File: src/rtl/div_unit_if.sv
// rtl/div_unit_if.sv - request/result bundle between the pipeline controller and the divider
interface div_unit_if #(
  parameter int WIDTH = 32
);
  logic             start;
  logic             is_signed;
  logic [WIDTH-1:0] dividend;
  logic [WIDTH-1:0] divisor;
  logic [WIDTH-1:0] q;
  logic [WIDTH-1:0] r;
  logic             busy;
  logic             done;
  logic             div_zero;

  modport master (
    output start, is_signed, dividend, divisor,
    input  q, r, busy, done, div_zero
  );

  modport slave (
    input  start, is_signed, dividend, divisor,
    output q, r, busy, done, div_zero
  );
endinterface

File: src/rtl/div_unit.sv
// rtl/div_unit.sv - iterative restoring divider (DIV/DIVU), one quotient bit per clock
// Signed operands are reduced to magnitudes on entry and the signs are re-applied in FINISH.
module div_unit #(
  parameter int WIDTH = 32
) (
  input logic       clk,
  input logic       rst_n,
  div_unit_if.slave bus
);

  localparam int CW = (WIDTH > 1) ? $clog2(WIDTH) : 1;
  localparam logic [CW-1:0] CNT_MAX = CW'(WIDTH - 1);

  typedef enum logic [1:0] {
    IDLE   = 2'd0,
    CALC   = 2'd1,
    FINISH = 2'd2
  } state_t;

  state_t           state;
  state_t           state_nx;
  logic [CW-1:0]    cnt;
  logic [WIDTH-1:0] rem;
  logic [WIDTH-1:0] quo;
  logic [WIDTH-1:0] dmag;
  logic             neg_q;
  logic             neg_r;
  logic             dz;

  logic             a_neg;
  logic             b_neg;
  logic [WIDTH-1:0] a_mag;
  logic [WIDTH-1:0] b_mag;
  logic             b_zero;
  logic [WIDTH:0]   rem_sh;
  logic             fits;
  logic [WIDTH-1:0] diff;
  logic [WIDTH-1:0] q_fix;
  logic [WIDTH-1:0] r_fix;

  // Operand conditioning; negating the most negative value yields itself, which
  // is what makes MIN / -1 come out as MIN with no special case.
  always_comb begin
    a_neg  = bus.is_signed & bus.dividend[WIDTH-1];
    b_neg  = bus.is_signed & bus.divisor[WIDTH-1];
    a_mag  = a_neg ? (~bus.dividend + 1'b1) : bus.dividend;
    b_mag  = b_neg ? (~bus.divisor + 1'b1) : bus.divisor;
    b_zero = (bus.divisor == '0);
  end

  // The shifted partial remainder needs one extra bit; the difference always fits in WIDTH.
  always_comb begin
    rem_sh = {rem, quo[WIDTH-1]};
    fits   = (rem_sh >= {1'b0, dmag});
    diff   = rem_sh[WIDTH-1:0] - dmag;
    q_fix  = neg_q ? (~quo + 1'b1) : quo;
    r_fix  = neg_r ? (~rem + 1'b1) : rem;
  end

  always_ff @(posedge clk or negedge rst_n) begin
    if (!rst_n) begin
      state <= IDLE;
    end else begin
      state <= state_nx;
    end
  end

  always_comb begin
    state_nx = state;
    case (state)
      IDLE: begin
        if (bus.start) begin
          state_nx = b_zero ? FINISH : CALC;
        end
      end
      CALC: begin
        if (cnt == '0) begin
          state_nx = FINISH;
        end
      end
      FINISH:  state_nx = IDLE;
      default: state_nx = IDLE;
    endcase
  end

  always_ff @(posedge clk or negedge rst_n) begin
    if (!rst_n) begin
      cnt          <= '0;
      rem          <= '0;
      quo          <= '0;
      dmag         <= '0;
      neg_q        <= 1'b0;
      neg_r        <= 1'b0;
      dz           <= 1'b0;
      bus.q        <= '0;
      bus.r        <= '0;
      bus.busy     <= 1'b0;
      bus.done     <= 1'b0;
      bus.div_zero <= 1'b0;
    end else begin
      bus.done <= 1'b0;
      case (state)
        IDLE: begin
          if (bus.start) begin
            bus.busy <= 1'b1;
            cnt      <= CNT_MAX;
            dmag     <= b_mag;
            // Divide by zero reports the raw dividend, so skip the sign fix-up entirely.
            if (b_zero) begin
              quo   <= '1;
              rem   <= bus.dividend;
              neg_q <= 1'b0;
              neg_r <= 1'b0;
              dz    <= 1'b1;
            end else begin
              quo   <= a_mag;
              rem   <= '0;
              neg_q <= a_neg ^ b_neg;
              neg_r <= a_neg;
              dz    <= 1'b0;
            end
          end
        end
        CALC: begin
          rem <= fits ? diff : rem_sh[WIDTH-1:0];
          quo <= {quo[WIDTH-2:0], fits};
          cnt <= cnt - CW'(1);
        end
        FINISH: begin
          bus.q        <= q_fix;
          bus.r        <= r_fix;
          bus.div_zero <= dz;
          bus.done     <= 1'b1;
          bus.busy     <= 1'b0;
        end
        default: ;
      endcase
    end
  end

endmodule

File: src/flat_wrapper.sv
// flat-port wrapper written by rule: the top's interface ports become plain ports
module div_unit_flat 
#(
  parameter int WIDTH = 32
)
  (clk, rst_n, bus_start, bus_is_signed, bus_dividend, bus_divisor, bus_q, bus_r, bus_busy, bus_done, bus_div_zero);
  div_unit_if #(.WIDTH(WIDTH)) bus_i ();
  input logic clk;
  input logic rst_n;
  input wire logic [$bits(bus_i.start)-1:0] bus_start;
  input wire logic [$bits(bus_i.is_signed)-1:0] bus_is_signed;
  input wire logic [$bits(bus_i.dividend)-1:0] bus_dividend;
  input wire logic [$bits(bus_i.divisor)-1:0] bus_divisor;
  output wire logic [$bits(bus_i.q)-1:0] bus_q;
  output wire logic [$bits(bus_i.r)-1:0] bus_r;
  output wire logic [$bits(bus_i.busy)-1:0] bus_busy;
  output wire logic [$bits(bus_i.done)-1:0] bus_done;
  output wire logic [$bits(bus_i.div_zero)-1:0] bus_div_zero;
  assign bus_i.start = bus_start;
  assign bus_i.is_signed = bus_is_signed;
  assign bus_i.dividend = bus_dividend;
  assign bus_i.divisor = bus_divisor;
  assign bus_q = bus_i.q;
  assign bus_r = bus_i.r;
  assign bus_busy = bus_i.busy;
  assign bus_done = bus_i.done;
  assign bus_div_zero = bus_i.div_zero;
  div_unit #(.WIDTH(WIDTH)) u_core (.clk(clk), .rst_n(rst_n), .bus(bus_i));
endmodule
File: config.mk
export PLATFORM = sky130hd
export DESIGN_NAME = div_unit_flat
export DESIGN_NICKNAME = d
export VERILOG_FILES = /design/src/rtl/div_unit_if.sv /design/src/rtl/div_unit.sv /design/src/flat_wrapper.sv
export SDC_FILE = /design/constraint.sdc
export NUM_CORES = 1
export LEC_CHECK = 0
export ABC_AREA = 1
export CORE_MARGIN = 10
export CORE_UTILIZATION = 50
export CTS_BUF_LIST = sky130_fd_sc_hd__clkbuf_8
export DETAILED_ROUTE_END_ITERATION = 8
export PLACE_DENSITY = 0.77
export SLEW_MARGIN = 20
export SYNTH_ARGS = -nofsm -noshare
export SYNTH_HDL_FRONTEND = slang
export SYNTH_SLANG_ARGS = --single-unit
export TNS_END_PERCENT = 5
File: constraint.sdc
create_clock -name clk -period 2.5 [get_ports clk]
set_input_delay 0.75 -clock clk [delete_from_list [all_inputs] [get_ports clk]]
set_output_delay 0.75 -clock clk [all_outputs]
set_load 0.1 [all_outputs]
==> flow_summary.yaml <==
run_status:
  status: "complete, no violations"
synth:
  netlist.area_leader.share: 0.3264
  ys_types: 48
  synth_common_cells: "613 x nand2_1, 260 x nor2_1, 243 x inv_1"
  synth_edf_count: 0
  yosys_warnings: 0
  synth_area_leader_cell: "dfrtp_1"
  synth_flop_cell: "dfrtp_1"
  syn_inst: 2049
  ys_ff_latch: 173
  synth-seq-area-share: 0.3264
  synth_area_per_cell_um2: 6.472
  yosys-top-cells-area: "dfrtp_1 33%, nand2_1 17%, nor2_1 7.4%, inv_1 6.9%, nand3_1 5.2%"
  yosys.cell_count.top_type: "nand2_1"
  synth.net_count: 2156
  synth-async-reset-ratio: 1.000
  synth_area_um2: 13260
clock_tree:
  cts_buffer_depth: 2
  h-tree-depth: 4
  cts.sinks: 173
  cts_tree: "yes"
  clk-insertion-delay-late_ns: 0.49
  cts_made_buffers: 17
  root_buffer: "clkbuf_8"
  clkTransAtPathRegs_ns: 0.11
  cts_hold_buf: 0
flow_run:
  cap_violations: 0
die:
  die_h_um: 182.9
  rows: 59
  ios: 135
  coreArea_um2: 26060
  initial_core_util: 0.5089
  die_w_um: 182.9
  die_area_um2: 33440
timing:
  fin_crit_sh: 0.9587
  setup_viol: 0
  max_slew_margin: 0.3535
  rsz0062_at_grt: "true"
  maxClockFrequency_mhz: 417.2
  finalClockSkew_ns: 0.02800
  final.min_clock_period_ns: 2.397
  final_hold_viol_count: 0
  drv_slew: 0
  tightest_slew_ns: 0.9698
worst_setup_path:
  path_max_fanout: 4
  arrival_ns: 2.76
  path_class: "register to register"
  worst-endpoint-required_ns: 2.87
  crit_path_end_kind: "register"
  crit_path_start_kind: "register"
routing:
  avgViaCountPerCell: 5.326
  drc_errors: 0
  detail_route.wl_per_cell_um: 17.66
  num_vias: 14230
  highest_layer: "met4"
  wl_met1_mm: 21.41
  dr.first_iter.drc_count: 1391
  drtPass1Iterations: 5
  wirelength_mm: 47.18
  ant_nets: 0
  wl_met3_mm: 4.369
  route.met2.wl_mm: 19.98
hold_path:
  hp-class: "input port to asynchronous set/reset pin"
placed_design:
  placed_area_um2: 16090
  gp_congestion: 1.009
  dpl.hpwl_mm: 38.04
  io_buffers: 134
  dpl.cell_count: 2637
global_routing:
  grt_antenna_before_repair: 1
  grt_max_degree: 111
  grt.overflow.total: 0
  grt_usage: 0.2750
  first_global_vias: 13340
  grt_pass1_wl_mm: 73.21
cells_and_area:
  n_fill_cell: 2485
  final_util: 0.6431
  instances_no_fill: 2672
  final_nets: 2432
  diodes: 0
  drive_gt1_frac: 0.1605
  syn_to_final_growth_pct: 26.36
  final_cell_area_um2: 16760
==> flip-flops by register name, indices dropped and copies added, names as in the netlist, 2 cells and up <==
| register | count |
|---|---|
| u_core.quo | 32 |
| u_core.rem | 32 |
| u_core.bus.q | 32 |
| u_core.bus.r | 32 |
| u_core.dmag | 32 |
| u_core.state | 2 |
| u_core.cnt | 5 |
==> placed cells by master (no fill, tap or decap), types with 14 or more instances in the layout <==
cell type,instances
clkdlybuf4s50_1,66
ha_1,24
o21ai_0,125
inv_2,14
nor3_1,20
nand3_1,137
xnor2_1,19
xor2_1,69
nand2_1,611
nand4_1,54
dfrtp_1,171
a21oi_1,66
clkbuf_8,17
buf_4,250
o21ai_1,25
nor2_1,253
inv_1,242
==> metrics by stage <==
| step | setup slack, ns | hold slack (ns) | TNS [ns] |
|---|---|---|---|
| after global placement | -0.3172 | 0.4573 | -20.89 |
| after floorplan | 0.2362 | 0.4491 | 0 |
| after global routing | -0.06215 | 0.1593 | -0.1457 |
| after CTS | 0.07217 | 0.1560 | 0 |
| final | 0.1032 | 0.1580 | 0 |
| after detailed placement | -0.3930 | 0.4678 | -25.13 |
==> repair_timing <==
item                                    CTS  global route
gates resized for setup                   0            44
hold endpoints to repair                  0             0
setup buffers                             0             2
endpoints found under the setup margin    0            56
==> area by class of cell <==
cell class	instances	area, um2	share of cell area
multi-input combinational	1543	7815	0.4664
inverter	259	979.7	0.05846
clock buffer	17	234.0	0.01396
clock inverter	14	148.9	0.008885
tap	335	419.2	0.02501
sequential	173	4332	0.2585
timing repair buffer	331	2829	0.1688
==> final timing paths <==
check / startpoint / to / slack (ns) / cells past startpoint
min reg2reg: u_core.bus.r[21]$_DFFE_PN0P_ / u_core.bus.r[21]$_DFFE_PN0P_ / 0.49 / 2
max: u_core.quo[0]$_DFFE_PN0P_ / u_core.bus.q[31]$_DFFE_PN0P_ / 0.10 / 11
min in group clk: u_core.bus.r[21]$_DFFE_PN0P_ / u_core.bus.r[21]$_DFFE_PN0P_ / 0.49 / 2
max in group asynchronous: rst_n / u_core.quo[3]$_DFFE_PN0P_ / 1.66 / 2
min: rst_n / u_core.bus.q[0]$_DFFE_PN0P_ / 0.16 / 1
max reg2reg: u_core.quo[0]$_DFFE_PN0P_ / u_core.bus.q[31]$_DFFE_PN0P_ / 0.10 / 11
==> layer usage <==
| layer | vias up | global-route usage |
|---|---|---|
| li1 | 7109 | - |
| met1 | 6499 | 0.3916 |
| met2 | 565 | 0.4051 |
| met3 | 58 | 0.06201 |
| met4 | 0 | 0.08812 |
| met5 | - | 0 |
==> cells by family (layout without fill, tap and decap cells) <==
kind of cell    Yosys count  after routing  share of synthesized area
simple gates           1150           1150                     0.3698
xor+xnor                 89             89                    0.05878
buf+inv                 333            621                     0.1001
flops                   173            173                     0.3264
compound gates          265            265                     0.1075
fa+ha+maj                39             39                    0.03736
==> worst max-delay path, stage by stage, from the launching register on <==
cell	delay, ns
dfrtp_1	0.40
inv_2	0.15
nand3_1	0.15
nor3_2	0.53
nand2_1	0.18
inv_1	0.12
nand2_1	0.09
or2_1	0.26
nor2_1	0.15
o21ai_0	0.10
nand3_1	0.10
nand2_1	0.05
Power is left out: the tool's default activity adds up to more than one toggle a clock period on the data nets, which glitch-free logic cannot reach.
